`config.mk`:
```
export PLATFORM = sky130hd
export DESIGN_NAME = uart_frame_tx
export DESIGN_NICKNAME = d
export VERILOG_FILES = /design/src/rtl/uart_frame_pkg.sv /design/src/rtl/uart_char_sel.sv /design/src/rtl/uart_frame_tx.sv
export SDC_FILE = /design/constraint.sdc
export NUM_CORES = 1
export LEC_CHECK = 0
export ABC_CLOCK_PERIOD_IN_PS = 2900
export CAP_MARGIN = 40
export CORE_MARGIN = 10
export CORE_UTILIZATION = 51
export DETAILED_ROUTE_END_ITERATION = 12
export PLACE_DENSITY = 0.89
export SKIP_LAST_GASP = 1
export SLEW_MARGIN = 0
export SYNTH_ARGS = -nofsm -noshare
export SYNTH_HDL_FRONTEND = slang
export SYNTH_HIERARCHICAL = 1
export SYNTH_SLANG_ARGS = --single-unit
```
`constraint.sdc`:
```
create_clock -name clk -period 2.9 [get_ports clk]
set_input_delay 0.29 -clock clk [delete_from_list [all_inputs] [get_ports clk]]
set_output_delay 0.29 -clock clk [all_outputs]
set_load 0.1 [all_outputs]
```
`src/rtl/uart_frame_pkg.sv`:
```
// Shared definitions for the framed UART character sequencer: ASCII constants,
// FSM state encoding, character-kind encoding and the hex digit helper.
package uart_frame_pkg;

  localparam logic [7:0] ASCII_CR = 8'h0D;
  localparam logic [7:0] ASCII_LF = 8'h0A;
  localparam logic [7:0] ASCII_SP = 8'h20;

  typedef enum logic [2:0] {
    ST_IDLE,
    ST_WAIT,
    ST_ISSUE,
    ST_GUARD,
    ST_DONE
  } state_t;

  // What the next character on tbus is drawn from.
  typedef enum logic [1:0] {
    CK_PAY,
    CK_SEP,
    CK_CR,
    CK_LF
  } char_kind_t;

  // 0-9 -> '0'-'9', A-F -> 'A'-'F' (uppercase).
  function automatic logic [7:0] nib_to_ascii(input logic [3:0] nib);
    return (nib < 4'd10) ? (8'h30 + {4'h0, nib}) : (8'h37 + {4'h0, nib});
  endfunction

endpackage

```
`src/rtl/uart_char_sel.sv`:
```
// Combinational character selector: maps (byte index, nibble phase, kind) onto
// the 8-bit character to hand to the transmitter.
module uart_char_sel
  import uart_frame_pkg::*;
#(
  parameter int         NBYTES   = 4,
  parameter logic [7:0] SEP_CHAR = ASCII_SP
) (
  input  logic [8*NBYTES-1:0]          buf_data,
  input  logic [$clog2(NBYTES+1)-1:0]  byte_idx,
  input  logic                         nib_lo,
  input  logic                         hex,
  input  char_kind_t                   kind,
  output logic [7:0]                   ch
);

  localparam int CW = $clog2(NBYTES + 1);

  logic [7:0] sel_byte;

  // NOTE: every always_comb output gets a default before any branch, so no
  // path through the block can leave it unassigned and infer a latch.
  always_comb begin
    sel_byte = '0;
    for (int k = 0; k < NBYTES; k++) begin
      if (byte_idx == CW'(k)) sel_byte = buf_data[8*k +: 8];
    end
  end

  always_comb begin
    ch = sel_byte;
    unique case (kind)
      CK_PAY: begin
        if (hex) ch = nib_to_ascii(nib_lo ? sel_byte[3:0] : sel_byte[7:4]);
      end
      CK_SEP:  ch = SEP_CHAR;
      CK_CR:   ch = ASCII_CR;
      CK_LF:   ch = ASCII_LF;
      default: ch = sel_byte;
    endcase
  end

endmodule

```
`src/rtl/uart_frame_tx.sv`:
```
// Frame sequencer feeding a byte-wide UART transmitter: payload (raw or hex),
// optional group separators and optional CR/LF, one character per handshake.
module uart_frame_tx
  import uart_frame_pkg::*;
#(
  parameter int         NBYTES    = 4,
  parameter bit         SEP_EN    = 1'b1,
  parameter logic [7:0] SEP_CHAR  = ASCII_SP,
  parameter int         SEP_EVERY = 2,
  parameter bit         EOL_EN    = 1'b1
) (
  input  logic                        clk,
  input  logic                        rst_n,
  input  logic                        start,
  input  logic [$clog2(NBYTES+1)-1:0] bcount,
  input  logic [8*NBYTES-1:0]         tbuf,
  input  logic                        hex_mode,
  output logic                        ready,
  output logic                        done,
  output logic                        tstart,
  input  logic                        tready,
  output logic [7:0]                  tbus
);

  localparam int            CW       = $clog2(NBYTES + 1);
  localparam logic [CW-1:0] MAX_CNT  = CW'(NBYTES);
  localparam logic [CW-1:0] GRP_LAST = CW'(SEP_EVERY - 1);

  state_t              state, state_nxt;
  logic [8*NBYTES-1:0] cap_buf;
  logic                cap_hex;
  logic [CW-1:0]       byte_idx, byte_idx_nxt;
  logic [CW-1:0]       grp_cnt, grp_cnt_nxt;
  logic                nib_lo, nib_lo_nxt;
  char_kind_t          kind, kind_nxt;
  logic                last_q, last_nxt;
  logic [CW-1:0]       cnt_clamped;
  logic                accept;
  logic                load;
  logic [7:0]          char_cur;

  assign cnt_clamped = (bcount > MAX_CNT) ? MAX_CNT : bcount;
  assign accept      = (state == ST_IDLE) && start && (bcount != '0);
  assign load        = (state == ST_WAIT) && tready;
  assign ready       = (state == ST_IDLE);
  assign tstart      = (state == ST_ISSUE);

  uart_char_sel #(
    .NBYTES   (NBYTES),
    .SEP_CHAR (SEP_CHAR)
  ) u_char_sel (
    .buf_data (cap_buf),
    .byte_idx (byte_idx),
    .nib_lo   (nib_lo),
    .hex      (cap_hex),
    .kind     (kind),
    .ch       (char_cur)
  );

  // Position of the character after the one being loaded now. The final
  // payload byte never takes a separator because the byte_idx==0 test wins.
  always_comb begin
    byte_idx_nxt = byte_idx;
    grp_cnt_nxt  = grp_cnt;
    nib_lo_nxt   = nib_lo;
    kind_nxt     = kind;
    last_nxt     = 1'b0;
    unique case (kind)
      CK_PAY: begin
        if (cap_hex && !nib_lo) begin
          nib_lo_nxt = 1'b1;
        end else begin
          nib_lo_nxt = 1'b0;
          if (byte_idx == '0) begin
            if (EOL_EN) kind_nxt = CK_CR;
            else        last_nxt = 1'b1;
          end else begin
            byte_idx_nxt = byte_idx - 1'b1;
            if (SEP_EN && (grp_cnt == GRP_LAST)) begin
              kind_nxt    = CK_SEP;
              grp_cnt_nxt = '0;
            end else begin
              grp_cnt_nxt = grp_cnt + 1'b1;
            end
          end
        end
      end
      CK_SEP:  kind_nxt = CK_PAY;
      CK_CR:   kind_nxt = CK_LF;
      CK_LF:   last_nxt = 1'b1;
      default: kind_nxt = CK_PAY;
    endcase
  end

  always_comb begin
    state_nxt = state;
    unique case (state)
      ST_IDLE:  if (accept) state_nxt = ST_WAIT;
      ST_WAIT:  if (tready) state_nxt = ST_ISSUE;
      ST_ISSUE: state_nxt = ST_GUARD;
      // The transmitter may not have dropped tready yet; skip one cycle.
      ST_GUARD: state_nxt = last_q ? ST_DONE : ST_WAIT;
      ST_DONE:  if (tready) state_nxt = ST_IDLE;
      default:  state_nxt = ST_IDLE;
    endcase
  end

  // NOTE: state is assigned with <= so every flop samples pre-edge values;
  // blocking assignments here would make results depend on statement order.
  always_ff @(posedge clk or negedge rst_n) begin
    if (!rst_n) state <= ST_IDLE;
    else        state <= state_nxt;
  end

  // NOTE: the payload capture register is reset along with everything else so
  // a fresh frame never shows stale data; it is flop-based, not a RAM.
  always_ff @(posedge clk or negedge rst_n) begin
    if (!rst_n) begin
      cap_buf  <= '0;
      cap_hex  <= 1'b0;
      byte_idx <= '0;
      grp_cnt  <= '0;
      nib_lo   <= 1'b0;
      kind     <= CK_PAY;
      last_q   <= 1'b0;
      tbus     <= 8'h00;
      done     <= 1'b0;
    end else begin
      done <= (state == ST_DONE) && tready;
      if (accept) begin
        cap_buf  <= tbuf;
        cap_hex  <= hex_mode;
        byte_idx <= cnt_clamped - 1'b1;
        grp_cnt  <= '0;
        nib_lo   <= 1'b0;
        kind     <= CK_PAY;
        last_q   <= 1'b0;
      end else if (load) begin
        tbus     <= char_cur;
        byte_idx <= byte_idx_nxt;
        grp_cnt  <= grp_cnt_nxt;
        nib_lo   <= nib_lo_nxt;
        kind     <= kind_nxt;
        last_q   <= last_nxt;
      end
    end
  end

endmodule

```
==> impl_metrics.tcl <==
set metrics [dict create \
    status "finished clean" \
    end_kind "flip-flop" \
    yosys.area_share.simple 0.232 \
    synth-warning-count 6 \
    seq_area_frac_synth 0.460 \
    grt_overflow 0 \
    nets 415 \
    synth_compound_area_frac 0.113 \
    worstRegToRegCells 9 \
    cts.htree.levels 2 \
    dp.cells 434 \
    cp_max_fo 10 \
    num_io_pins 51 \
    clock_latency_ns 0.31 \
    cts.clk_slew.worst_paths_ns 0.10 \
    synth_ff_type "dfrtp_1" \
    cts_tree "done" \
    start_kind "flip-flop" \
    die_area_sq_mm 0.00934 \
    slew_viol_final 0 \
    totalWireLength_mm 6.67 \
    async_flop_share 1.00 \
    slowest_stage "dfrtp_1" \
    whs_ns 0.0201 \
    synthXorXnorAreaFrac 0.00293 \
    hold_buffers 0 \
    grt_max_degree 37 \
    critPathKind "reg -> reg" \
    io_buffers 50 \
    pre_cts_ws_ns 0.166 \
    postRouteAntennaNets 0 \
    core_sq_mm 0.00561 \
    crit_chain "or2_4, o221a_4, nor2_1, inv_1, ha_1, or3_1, a211oi_2, a211oi_1, mux2_2" \
    firstDrtPassIters 4 \
    setup-violations-final 0 \
    synth_cells 323 \
    yosysUniqueCellTypes 49 \
    wl_per_cell_microns 15.1 \
    max_slew_margin 0.534 \
    vdd_drop_max_v 0.000607 \
    cp.required_ns 3.09 \
    die_y_microns 96.6 \
    clockRootBuffer "clkbuf_8" \
    crit_arrival_ns 2.89 \
    power.leakage_uw 0.00172 \
    syn_nets 369 \
    fin_cells 442 \
    worst_pin_slew_ns 0.698 \
    cts-buffers-inserted 5 \
    critPathMaxStageDelay_ns 0.49 \
    synth_edf_count 0 \
    antenna_cells 0 \
    grt_pass1_vias 2330 \
    hpwlAfterDp_mm 5.19 \
    synth-adder-area-share 0.0251 \
    start_util 0.534 \
    fmax_mhz 371 \
    p_per_area_mw_per_mm2 1130 \
    viasPerCell 5.50 \
    hold_viol 0 \
    syn_area_per_cell_sq_um 9.27 \
    clkSinkCount 55 \
    synth_top_family_by_area "simple AND/OR/NAND/NOR gates" \
    hold_path_class "in -> async" \
    cts_max_path_buffers 2 \
    drt_iter0_drc 110 \
    placed_area_sq_mm 0.00350 \
    num_rows 27 \
    fp.dieW_microns 96.6 \
    antenna_found_initial 0 \
    vias 2431 \
    final_area_sq_mm 0.00360 \
    drc 0 \
    track_usage 0.138 \
    finalCritPeriodShare 0.930 \
    drv_cap 0 \
    fin_ws_ns 0.203 \
    fin_skew_ns 0.00890 \
    synth-seq-cells 55 \
    post-cts-setup-buffer-count 0 \
    finalCriticalPeriod_ns 2.70 \
    muxShareOfSynthArea 0.120 \
    ctsResizeCount 0 \
    gp_congestion 0.870 \
    syn_area_sq_mm 0.00299 \
    area_growth_pct 20.2 \
    grt_pass1_wl_mm 11.2 \
    tns_ns 0 \
    drive_above_1_share 0.130 \
    rsz0062_at_grt "no" \
]
-- path summary, 6_finish.rpt --
| kind | from | end | slack (ns) |
|---|---|---|---|
| setup reg to reg | byte_idx[0]$_DFFE_PN0P_ | tbus[4]$_DFFE_PN0P_ | 0.20 |
| max in group asynchronous | rst_n | byte_idx[1]$_DFFE_PN0P_ | 2.09 |
| hold reg to reg | cap_buf[28]$_DFFE_PN0P_ | cap_buf[28]$_DFFE_PN0P_ | 0.48 |
| setup / recovery | byte_idx[0]$_DFFE_PN0P_ | tbus[4]$_DFFE_PN0P_ | 0.20 |
| hold / removal | rst_n | cap_buf[31]$_DFFE_PN0P_ | 0.02 |
| min in group clk | cap_buf[28]$_DFFE_PN0P_ | cap_buf[28]$_DFFE_PN0P_ | 0.48 |
-- layout by cell type (no fill, tap or decap), types with 6 or more instances in the layout --
master,netlist,routed
o22ai_1,7,7
mux2_2,12,12
nor2_1,14,14
nand2_1,112,112
nor3_1,6,6
dfrtp_1,55,54
nand2b_1,6,6
clkdlybuf4s50_1,0,38
inv_1,10,10
mux2i_1,17,17
ha_1,6,6
a21oi_1,13,13
clkbuf_8,0,6
buf_4,0,15
-- cells in the mapped netlist (2+ instances only) --
library cell | instances | area share
nand2_1 | 112 | 0.14
o221a_2 | 2 | 0.0075
mux2i_1 | 17 | 0.057
ha_1 | 6 | 0.025
nor3b_1 | 2 | 0.0050
and4_1 | 2 | 0.0059
nor2_1 | 14 | 0.018
mux4_1 | 2 | 0.018
o21ai_0 | 3 | 0.0050
nor2b_1 | 2 | 0.0042
o22ai_1 | 7 | 0.015
or3_1 | 2 | 0.0042
nor3_1 | 6 | 0.010
nand2b_1 | 6 | 0.013
mux2_2 | 12 | 0.045
o31ai_1 | 3 | 0.0075
dfrtp_1 | 55 | 0.46
buf_1 | 2 | 0.0025
and3_1 | 2 | 0.0042
buf_6 | 4 | 0.015
inv_1 | 10 | 0.013
nand4_1 | 3 | 0.0063
buf_2 | 9 | 0.015
o221ai_1 | 2 | 0.0059
a311oi_1 | 2 | 0.0059
a21oi_1 | 13 | 0.022
-- worst max-delay path: cells and delay by family (launching register included) --
| family | cells | cell delay [ns] |
|---|---|---|
| and+or+nand+nor | 3 | 0.91 |
| AOI/OAI and AO/OA | 3 | 0.59 |
| muxes | 1 | 0.27 |
| DFF | 1 | 0.49 |
| adders and majority gates | 1 | 0.23 |
| buffers and inverters | 1 | 0.08 |
-- sequential cells by signal, summed over array words and instances (netlist names) --
register  cells
byte_idx      3
cap_buf      32
cap_hex       1
done          1
grp_cnt       3
kind          2
last_q        1
nib_lo        1
state         3
tbus          8
-- routing by layer --
layer | global-route usage | vias to the layer above | part of all wire
met3 | 0.0277 | 7 | 0.040
met5 | 0 | - | 0
met2 | 0.225 | 61 | 0.49
li1 | - | 1202 | -
met4 | 0.0451 | 0 | 0.013
met1 | 0.176 | 1161 | 0.46
-- cell families after synthesis --
| group | Yosys count |
|---|---|
| compound gates | 46 |
| xor+xnor | 1 |
| fa+ha+maj | 6 |
| buf+inv | 26 |
| flops | 55 |
| mux | 31 |
| simple gates | 158 |
-- power breakdown --
part	switching, uW	total (uW)	internal (uW)
registers	310	1400	1090
clock network	250	445	195
logic	1370	2240	874
-- metrics by stage --
stage,power (uW),util
after global placement,3580,0.624
after CTS,4090,0.641
after floorplan,3130,-
final,4090,0.642
after global routing,4390,0.642
after detailed placement,3650,0.624
-- layout make-up --
class	instances	area (sq um)
Fill cell	485	2010
Multi-Input combinational cell	242	1480
Sequential cell	55	1380
Timing Repair Buffer	55	518
Tap cell	72	90.1
Clock buffer	6	82.6
Inverter	10	37.5
Clock inverter	2	16.3
Note: power is estimated with default switching activity, not from simulation.
